===== config.mk =====
export PLATFORM = sky130hd
export DESIGN_NAME = rs170_video_timing_gen
export DESIGN_NICKNAME = d
export VERILOG_FILES = /design/src/rtl/rs170_video_timing_gen.sv
export SDC_FILE = /design/constraint.sdc
export NUM_CORES = 1
export LEC_CHECK = 0
export CORE_ASPECT_RATIO = 1.75
export CORE_MARGIN = 2
export CORE_UTILIZATION = 30
export DETAILED_ROUTE_END_ITERATION = 12
export PLACE_DENSITY = 0.53
export RECOVER_POWER = 50
export SYNTH_ARGS = -nofsm -noshare
export SYNTH_HDL_FRONTEND = slang
export SYNTH_SLANG_ARGS = --single-unit
export TNS_END_PERCENT = 20

===== constraint.sdc =====
create_clock -name i_pclk -period 1.6 [get_ports i_pclk]
set_input_delay 0.16 -clock i_pclk [delete_from_list [all_inputs] [get_ports i_pclk]]
set_output_delay 0.16 -clock i_pclk [all_outputs]
set_load 0.05 [all_outputs]

===== src/rtl/rs170_video_timing_gen.sv =====
// RS-170 interlaced timing generator: free-running raster counters plus an AXI4-Stream
// pixel sink that locks the incoming video to the field-0 start and flags stream faults.
module rs170_video_timing_gen #(
    parameter int AXIS_DATA_WIDTH = 16,
    parameter int H_ACTIVE        = 720,
    parameter int H_FP            = 16,
    parameter int H_SYNC          = 62,
    parameter int H_BP            = 60,
    parameter int V_ACTIVE        = 240,
    parameter int V_FP            = 3,
    parameter int V_SYNC          = 3,
    parameter int V_BP            = 16
) (
    input  logic                       i_pclk,
    input  logic                       i_rstn,
    input  logic [AXIS_DATA_WIDTH-1:0] s_axis_tdata,
    input  logic                       s_axis_tvalid,
    output logic                       s_axis_tready,
    input  logic                       s_axis_tuser,
    input  logic                       s_axis_tlast,
    output logic                       o_vsync,
    output logic                       o_hsync,
    output logic                       o_blank,
    output logic                       o_field,
    output logic [AXIS_DATA_WIDTH-1:0] o_data,
    output logic                       o_locked,
    output logic                       o_underflow
);

    localparam int H_TOTAL  = H_ACTIVE + H_FP + H_SYNC + H_BP;
    localparam int V_TOTAL0 = V_ACTIVE + V_FP + V_SYNC + V_BP;
    localparam int V_TOTAL1 = V_TOTAL0 + 1;
    localparam int H_W      = $clog2(H_TOTAL);
    localparam int V_W      = $clog2(V_TOTAL1);

    typedef enum logic [1:0] {
        WAIT_SOF,
        ARMED,
        RUN
    } state_t;

    logic           rst_sync_n;
    logic [H_W-1:0] h_cnt;
    logic [V_W-1:0] v_cnt;
    logic           field;
    state_t         state;
    state_t         state_nxt;
    logic           err_pend;
    logic           err_pend_nxt;

    logic last_h, last_v, field_wrap, frame_wrap;
    logic active, hsync_pos, vsync_pos, sof_pos, eol_pos;
    logic take, err_now;

    // Reset asserts asynchronously; its release is retimed to i_pclk so every
    // downstream register leaves reset on the same edge.
    always_ff @(posedge i_pclk or negedge i_rstn) begin
        if (!i_rstn) rst_sync_n <= 1'b0;
        else         rst_sync_n <= 1'b1;
    end

    assign last_h     = (h_cnt == H_W'(H_TOTAL - 1));
    assign last_v     = field ? (v_cnt == V_W'(V_TOTAL1 - 1)) : (v_cnt == V_W'(V_TOTAL0 - 1));
    assign field_wrap = last_h && last_v;
    assign frame_wrap = field_wrap && field;

    assign active    = (h_cnt < H_W'(H_ACTIVE)) && (v_cnt < V_W'(V_ACTIVE));
    assign hsync_pos = (h_cnt >= H_W'(H_ACTIVE + H_FP)) && (h_cnt < H_W'(H_ACTIVE + H_FP + H_SYNC));
    assign vsync_pos = (v_cnt >= V_W'(V_ACTIVE + V_FP)) && (v_cnt < V_W'(V_ACTIVE + V_FP + V_SYNC));
    assign sof_pos   = (h_cnt == '0) && (v_cnt == '0);
    assign eol_pos   = (h_cnt == H_W'(H_ACTIVE - 1));

    assign take    = (state == RUN) && active && s_axis_tvalid;
    assign err_now = (state == RUN) && active &&
                     (!s_axis_tvalid || (s_axis_tuser && !sof_pos) || (s_axis_tlast != eol_pos));

    always_ff @(posedge i_pclk or negedge rst_sync_n) begin
        if (!rst_sync_n) begin
            h_cnt <= '0;
            v_cnt <= '0;
            field <= 1'b0;
        end else if (last_h) begin
            h_cnt <= '0;
            if (last_v) begin
                v_cnt <= '0;
                field <= ~field;
            end else begin
                v_cnt <= v_cnt + V_W'(1);
            end
        end else begin
            h_cnt <= h_cnt + H_W'(1);
        end
    end

    always_ff @(posedge i_pclk or negedge rst_sync_n) begin
        if (!rst_sync_n) begin
            state    <= WAIT_SOF;
            err_pend <= 1'b0;
        end else begin
            state    <= state_nxt;
            err_pend <= err_pend_nxt;
        end
    end

    // A faulted field keeps its timing and data to the end; resync happens at the wrap.
    always_comb begin
        state_nxt    = state;
        err_pend_nxt = err_pend;
        case (state)
            WAIT_SOF: if (s_axis_tvalid && s_axis_tuser) state_nxt = ARMED;
            ARMED:    if (frame_wrap) state_nxt = RUN;
            RUN: begin
                err_pend_nxt = err_pend || err_now;
                if (err_pend && field_wrap) begin
                    state_nxt    = WAIT_SOF;
                    err_pend_nxt = 1'b0;
                end
            end
            default:  state_nxt = WAIT_SOF;
        endcase
    end

    // In WAIT_SOF the SOF pixel is refused so it is still on the bus when RUN begins.
    always_comb begin
        s_axis_tready = 1'b0;
        if (rst_sync_n) begin
            case (state)
                WAIT_SOF: s_axis_tready = !(s_axis_tvalid && s_axis_tuser);
                RUN:      s_axis_tready = active;
                default:  s_axis_tready = 1'b0;
            endcase
        end
    end

    always_ff @(posedge i_pclk or negedge rst_sync_n) begin
        if (!rst_sync_n) begin
            o_vsync     <= 1'b0;
            o_hsync     <= 1'b0;
            o_blank     <= 1'b1;
            o_field     <= 1'b0;
            o_data      <= '0;
            o_locked    <= 1'b0;
            o_underflow <= 1'b0;
        end else begin
            o_vsync     <= vsync_pos;
            o_hsync     <= hsync_pos;
            o_blank     <= !active;
            o_field     <= field;
            o_data      <= take ? s_axis_tdata : '0;
            o_locked    <= (state == RUN);
            o_underflow <= o_underflow || err_now;
        end
    end

endmodule


**After elaboration in Yosys (flattened, before gate mapping)**

Cells that the tools add are included.

- Mux-type cells: 11
- Equal/unequal tests: 10
- Bitwise gates (word level): 1
- Magnitude comparators: 6
- Add/sub/neg operators: 2
- Reduce and logical (&&, ||, !) cells: 25

Operators with widths:

| kind | count |
|---|---|
| == test 10 bit (second input constant) | 2 |
| less-than comparator 10 bit (second input constant) | 2 |
| == test 9 bit (second input constant) | 2 |
| less-than comparator 9 x 8 -> 1 bit (second input constant) | 2 |
| 2-to-1 mux 16 bit | 1 |
| logical AND 1 bit | 12 |
| adder 10 x 1 -> 10 bit (second input constant) | 1 |
| >= comparator 10 bit (second input constant) | 1 |
| logical NOT 10 bit | 1 |
| 2-to-1 mux 10 bit | 1 |
| adder 9 x 1 -> 9 bit (second input constant) | 1 |
| >= comparator 9 x 8 -> 1 bit (second input constant) | 1 |
| logical NOT 9 bit | 1 |
| 2-to-1 mux 9 bit | 1 |
| 2-to-1 mux 2 bit | 3 |
| case mux 2 bit (3 select lines) | 1 |
| logical NOT 1 bit | 4 |
| logical OR 1 bit | 4 |
| != test 2 bit (second input constant) | 2 |
| 2-to-1 mux 1 bit | 3 |
| AND reduction 3 bit | 1 |
| == test 2 x 1 -> 1 bit (second input constant) | 1 |
| == test 2 bit (second input constant) | 1 |
| logical NOT 2 bit | 1 |
| 5 further kinds | 5 |

- Input port bits: 21
- Register bits: 46

**Depth between registers and ports, before layout**

Gate-level depths: netlist of the first run.

- Word-level depth: 9
- Depth in mapped cells: 7
- Mapped depth without buffers: 7

**Worst setup path after synthesis of the first run**

OpenSTA, ideal clock, no wires.

- Kind: flip-flop to output port
- Start: register rst_sync_n
- End: output port s_axis_tready
- Path slack: -2338 ps
- Stages on the path, launching flop included: 3
- Data required time: 1440 ps
- Arrival time: 3778 ps
- Buffers on the path: 0
- Cell sequence: dfrtp_1 inv_1 a2111oi_0

- Cells in the longest elaborated chain, start to end: 1

Ends and longest elaborated chain:

| item | RTL line | text |
|---|---|---|
| start: declaration | 42 | `logic rst_sync_n;` |
| start signal: assignment | 58 | `if (!i_rstn) rst_sync_n <= 1'b0;` |
| start signal: assignment | 59 | `else rst_sync_n <= 1'b1;` |
| 2-to-1 mux 1 bit | 126 | `if (rst_sync_n) begin` |
| end: declaration | 18 | `output logic s_axis_tready,` |

No other way between the ends.

**Final worst setup path of the first run**

- Start: register h_cnt[5]
- End: output port s_axis_tready

- Cells in the longest elaborated chain, start to end: 4

Ends and longest elaborated chain:

| item | RTL line | text |
|---|---|---|
| start: declaration | 43 | `logic [H_W-1:0] h_cnt;` |
| start signal: assignment | 91 | `h_cnt <= h_cnt + H_W'(1);` |
| less-than comparator 10 bit | 67 | `assign active = (h_cnt < H_W'(H_ACTIVE)) && (v_cnt < V_W'(V_ACTIVE));` |
| logical AND 1 bit | 67 |  |
| case mux 1 bit (2 select lines) | 127 | `case (state)` |
| 2-to-1 mux 1 bit | 126 |  |

No other way between the ends.

==> results.yml, run 1 <==
yosys:
  ys.flop_type: "dfrtp_1"
  async_reset_ff_share_pct: 100
  yosysWarnings: 0
  synth_area_per_cell_um2: 11.3
  ys_seq_area_share_pct: 57.1
  ys_types: 45
  synth-edff-count: 0
  syn_inst: 178
  synth_seq_cells: 46
  synth_area_um2: 2020
  syn_nets: 204
timing:
  fmax_ghz: 0.495
  hold_viol: 0
  period_share_pct: 126
  setup_tns_ps: -4770
  fin_crit_ps: 2020
  worst_pin_slew_ps: 1130
  fin_ws_ps: -421
  rsz0062_at_grt: "true"
  setup_viol: 36
  slew-limit-headroom_pct: 24.9
  finalClockSkew_ps: 3.67
  finalMaxSlewViolations: 0
die:
  dieArea_um2: 7430
  dieHeight_um: 113
  initial_core_util_pct: 30.9
  design.core.area_um2: 6540
  dieWidth_um: 66.0
  ios: 44
  rows: 39
setup_path:
  cpPeakStageDelay_ps: 380
  critical_path.startpoint_type: "flip-flop"
  slowest_stage: "dfrtp_1"
  rrSetupSlack_ps: -340
  arrival_ps: 1860
  endpoint_kind: "output pin"
  crit_type: "flip-flop to output pin"
  critPathRequiredTime_ps: 1440
  r2r_start: "h_cnt[5]"
  rr_worst_depth: 6
  path_cells: "buf_6 -> o211a_1 -> o21ai_1 -> nand3b_1 -> a2111oi_4 -> buf_12"
  crit_fanout: 2
  reg2reg_to: "v_cnt[7]"
drt:
  vias: 1570
  drc_errors: 0
  drtAntennaViolNets: 0
  wl_mm: 4.71
  viasPerCell: 4.51
  wire_per_inst_um: 13.5
  drt_iter0_drc: 60
  first_pass_iters: 4
clock_network:
  cts_num_sinks: 46
  cts_buffer_depth: 2
  clk_latency_ps: 290
  h-tree-depth: 2
  clk_pin_slew_ps: 60
  cts-root-buf: "clkbuf_16"
  cts_buffers: 5
  cts_tree: "yes"
placement:
  hpwl_mm: 3.52
  post_dp_cell_area_um2: 2790
  gp_congestion: 0.739
  io_buffers: 43
layout:
  syn_to_final_growth_pct: 51.9
  fin_nets: 291
  utilization_pct: 46.9
  design_area_um2: 3070
  drive_above_1_share_pct: 32.7
  diodes: 0
global_routing:
  grtUsageMet3_pct: 3.11
  gr-usage-met2_pct: 26.4
  antenna_found_initial: 0
  grt_use_met1_pct: 13.6
  gr-max-usage-layer: "met2"
  grt_remaining_overflow: 0
  grt_pass1_wl_mm: 7.64
  grt_use_total_pct: 13.8
  grt_max_degree: 46
  grt_pass1_vias: 1635
job:
  maxCapViolCount: 0
min_path:
  holdCritPathClass: "primary input to flip-flop"
  whs_endpoint: "o_data[6]"
  min_from: "s_axis_tdata[6]"
  whs_path_depth: 2
pwr:
  leakage_nw: 1.49
  p_per_area_nw_per_um2: 851
  ir_drop_mv: 0.455
outcome:
  status: "finished with violations"
  violations: "negative setup slack"
## where the power goes
group	switching (mW)	internal (mW)
Clock	0.455	0.897
Combinational	0.0387	0.0525
Sequential	0.00182	1.17
## cells in the final DEF (no fill, tap or decap), types with 2 or more instances in the layout
| cell | instances |
|---|---|
| clkbuf_16 | 5 |
| dlygate4sd3_1 | 2 |
| o21ai_0 | 6 |
| a21oi_1 | 5 |
| and2_1 | 17 |
| nand4_1 | 5 |
| nor4_1 | 2 |
| nor2_4 | 2 |
| xor2_1 | 7 |
| and3_1 | 2 |
| xnor2_1 | 6 |
| ha_1 | 5 |
| nand3_1 | 8 |
| buf_4 | 53 |
| nor2_1 | 11 |
| inv_1 | 7 |
| nand3b_1 | 3 |
| buf_6 | 6 |
| o21ai_1 | 2 |
| clkdlybuf4s50_1 | 21 |
| bufinv_16 | 2 |
| nand2_1 | 12 |
| dfrtp_1 | 44 |
## metrics by stage
stage / setup slack, ps / hold slack [ps] / cells / power, mW
after global routing: -520 / 419 / 348 / 2.70
final: -421 / 418 / 348 / 2.61
after detailed placement: -298 / 314 / 336 / 1.28
after CTS: -431 / 401 / 347 / 2.66
after floorplan: -317 / -136 / 178 / 1.22
after global placement: -278 / 316 / 336 / 1.28
## flip-flops by register name (all words and copies together), names as in the netlist, 2 cells and up
| signal | count |
|---|---|
| v_cnt | 9 |
| h_cnt | 10 |
| o_data | 16 |
| state | 2 |
## cells in the mapped netlist, types with 2 or more instances
cell type	number	share of area, %
a311oi_1	2	0.87
dfrtp_1	45	56
nor2_1	12	2.2
o21ai_0	7	1.7
and2_1	17	5.3
and3_1	2	0.62
nand3_1	8	2.0
nand3b_1	3	1.1
nor3_1	2	0.50
xnor2_1	6	2.6
nor4_1	2	0.62
ha_1	5	3.1
inv_1	7	1.3
buf_6	2	1.1
nand4_1	5	1.5
a21oi_1	5	1.2
xor2_1	8	3.5
clkbuf_1	2	0.37
nand2_1	12	2.2
## kinds of logic after synthesis
family / after synthesis / share of synthesized area [%]
muxes: 1 / 0.496
AOI/OAI and AO/OA: 21 / 6.69
adders and majority gates: 5 / 3.10
buffers and inverters: 13 / 3.41
other: 1 / 0.186
xor gates and xnor gates: 14 / 6.07
and+or+nand+nor: 77 / 23.0
DFF: 46 / 57.1
## layer usage
| metal | part of all wire, % | vias to the layer above |
|---|---|---|
| li1 | - | 774 |
| met1 | 36 | 757 |
| met2 | 58 | 34 |
| met3 | 3.7 | 5 |
| met4 | 2.1 | 0 |
| met5 | 0 | - |
## worst max path at each step
| stage | startpoint | end | slack [ps] | cells after the start |
|---|---|---|---|---|
| after floorplan | h_cnt[5] | state[1] | -320 | 6 |
| after global placement | h_cnt[2] | v_cnt[7] | -280 | 5 |
| after detailed placement | h_cnt[2] | v_cnt[7] | -300 | 5 |
| after CTS | h_cnt[5] | s_axis_tready | -430 | 6 |
| after global routing | h_cnt[5] | s_axis_tready | -520 | 6 |
| final | h_cnt[5] | s_axis_tready | -420 | 6 |
## cell type report
class	instances	area [um^2]
Inverter	7	26.3
Clock buffer	5	125
Tap cell	82	103
Clock inverter	3	68.8
Multi-Input combinational cell	119	855
Sequential cell	46	1150
Fill cell	647	3470
Timing Repair Buffer	86	737
## worst max-delay path: cells and delay by family, from the launching register on
kind                   cells  cell delay (ps)
AOI/OAI and AO/OA          3              730
buffers and inverters      2              300
DFF                        1              380
and+or+nand+nor            1              160
## repair_timing
item | in CTS | in global routing
setup endpoints to repair | 39 | 40
hold buffers | 1 | 0
hold endpoints to repair | 1 | 0
setup buffers | 2 | 1
resized for setup | 14 | 2
pin swaps | 17 | 4
No activity file was read; power rests on OpenSTA's default activity.
==> run 2: changes to the inputs <==
--- a/config.mk
+++ b/config.mk
@@ -8,9 +8,11 @@
 export CORE_ASPECT_RATIO = 1.75
 export CORE_MARGIN = 2
 export CORE_UTILIZATION = 30
+export CTS_CLUSTER_SIZE = 20
 export DETAILED_ROUTE_END_ITERATION = 12
 export PLACE_DENSITY = 0.53
 export RECOVER_POWER = 50
+export SLEW_MARGIN = 5
 export SYNTH_ARGS = -nofsm -noshare
 export SYNTH_HDL_FRONTEND = slang
 export SYNTH_SLANG_ARGS = --single-unit
==> constraint.sdc (replaced) <==
create_clock -name i_pclk -period 1.6 [get_ports i_pclk]
set_input_delay 0.16 -clock i_pclk [delete_from_list [all_inputs] [get_ports i_pclk]]
set_output_delay 0.16 -clock i_pclk [all_outputs]
set_load 0.01 [all_outputs]
==> run 2 against run 1 <==
Effect of this change:
- the run still ends with negative setup slack left
- wire length down 2.1%
- core utilization down 0.63 points
- sequential share of layout area up 0.51 points
- combinational power down 5.7%
- die area unchanged
- non-clock buffer count up 1
- final cell count up 0.29%
- critical endpoint is now state[1]
- largest cell class unchanged
- largest power group is now sequential cells
- highest routed layer unchanged
==> results.yml, run 2 (synthesis results as in run 1) <==
timing:
  rsz0062_at_grt: "true"
  finalClockSkew_ps: 7.03
  finalMaxSlewViolations: 0
  period_share_pct: 121
  fin_ws_ps: -343
  whs_ps: 418
  worst_pin_slew_ps: 1090
  slew-limit-headroom_pct: 27.3
  hold_viol: 0
  setup_viol: 23
  fmax_ghz: 0.515
  fin_crit_ps: 1940
placement:
  gp_congestion: 0.800
  post_dp_cell_area_um2: 2820
  hpwl_mm: 3.44
  io_buffers: 43
outcome:
  status: "finished with violations"
  violations: "negative setup slack"
global_routing:
  grt_remaining_overflow: 0
  gr-usage-met2_pct: 24.7
  grt_use_met1_pct: 14.1
  antenna_found_initial: 0
  grt_pass1_wl_mm: 7.75
  grtUsageMet3_pct: 2.71
  gr-max-usage-layer: "met2"
  grt_max_degree: 46
  grt_pass1_vias: 1670
  grt_use_total_pct: 14.0
die:
  dieHeight_um: 113
  dieWidth_um: 66.0
  rows: 39
  dieArea_um2: 7430
  design.core.area_um2: 6540
  ios: 44
  initial_core_util_pct: 30.9
clock_network:
  clk_latency_ps: 290
  cts_num_sinks: 46
  cts_buffer_depth: 2
  h-tree-depth: 2
  clk_pin_slew_ps: 60
  cts_tree: "yes"
  cts-root-buf: "clkbuf_16"
  cts_buffers: 5
drt:
  drc_errors: 0
  drtAntennaViolNets: 0
  drt_iter0_drc: 25
  viasPerCell: 4.50
  vias: 1571
  wire_per_inst_um: 13.2
  wl_mm: 4.61
  first_pass_iters: 4
min_path:
  min_from: "s_axis_tdata[5]"
  whs_path_depth: 2
  holdCritPathClass: "primary input to flip-flop"
  whs_endpoint: "o_data[5]"
layout:
  diodes: 0
  largest-register: "o_data"
  largest_register_ffs: 16
  final_common_cell: "dfrtp_1"
  fill_cells: 644
  drive_above_1_share_pct: 26.2
  design_area_um2: 3030
  layout_common_cells: "dfrtp_1, clkdlybuf4s50_1, buf_4, and2_1, nand2_1"
  syn_to_final_growth_pct: 49.9
  fin_nets: 292
  reg.largest.list: "o_data x16, h_cnt x10, v_cnt x9"
setup_path:
  critPathRequiredTime_ps: 1770
  critical_path.startpoint_type: "flip-flop"
  slowest_stage: "or4b_4"
  crit_fanout: 4
  arrival_ps: 2120
  endpoint_kind: "flip-flop"
  path_cells: "buf_6 -> or4b_4 -> or3_4 -> nor2_4 -> a21oi_2 -> a41o_1"
  rrSetupSlack_ps: -340
  rr_worst_depth: 6
  r2r_start: "h_cnt[5]"
  cpPeakStageDelay_ps: 490
  reg2reg_to: "state[1]"
  crit_type: "flip-flop to flip-flop"
pwr:
  ir_drop_mv: 0.475
  leakage_nw: 1.40
  p_per_area_nw_per_um2: 760
  total_power_mw: 2.30
job:
  maxCapViolCount: 0
-- run 2: changes by cell type in the layout (fill, tap and decap cells not counted), sizes merged --
cell / before / now
buf: 60 / 42
bufinv: 2 / 0
clkbuf: 7 / 8
clkdlybuf4s50: 21 / 41
clkinvlp: 0 / 1
dlymetal6s2s: 1 / 0
-- run 2: worst max-delay path by stage --
stage | startpoint | to
2_1_floorplan | h_cnt[5] | state[1]
3_3_place_gp | h_cnt[5] | s_axis_tready
3_5_place_dp | h_cnt[5] | v_cnt[7]
4_1_cts | h_cnt[5] | v_cnt[7]
5_1_grt | h_cnt[5] | v_cnt[7]
6_report | h_cnt[5] | state[1]
-- run 2: layer usage --
metal	vias up	part of all wire, %
met2	37	55
met4	0	5.1
li1	780	-
met5	-	0
met1	741	37
met3	13	3.2
-- run 2: layout make-up --
class                   count  area [um^2]  area share (%)
flip-flops and latches     46         1150            38.1
multi-input cells         119          830            27.4
repair buffers             87          763            25.2
clock buffers               6          139            4.59
well taps                  82          103            3.39
inverters                   7         26.3           0.868
clock inverters             2         12.5           0.413
-- run 2: repair_timing --
item,in CTS,in global routing
cloned,0,0
hold endpoints to repair,1,0
pin swaps,7,1
gates resized for setup,12,4
hold buffers,1,0
endpoints found under the setup margin,23,39
setup buffers,2,0
-- run 2: where the power goes --
group          switching, mW  total [mW]  internal, mW
combinational         0.0329      0.0860        0.0531
clock                  0.425        1.04         0.618
sequential           0.00259        1.17          1.17
-- run 2: worst max-delay path, delay by kind of cell, from the launching register on --
kind | cells | cell delay, ps
AND/OR/NAND/NOR | 3 | 1070
AO/OA/AOI/OAI | 2 | 270
buffers and inverters | 1 | 120
flip-flops | 1 | 380
-- run 2: through the flow --
| step | instances | worst slack, ps | utilization (%) | setup TNS, ps |
|---|---|---|---|---|
| floorplan | 178 | -317 | - | -3160 |
| global placement | 338 | -462 | 43.1 | -6860 |
| detailed placement | 338 | -437 | 43.1 | -6840 |
| CTS | 349 | -347 | 46.2 | -5700 |
| global route | 349 | -429 | 46.3 | -7180 |
| finish | 349 | -343 | 46.3 | -5310 |
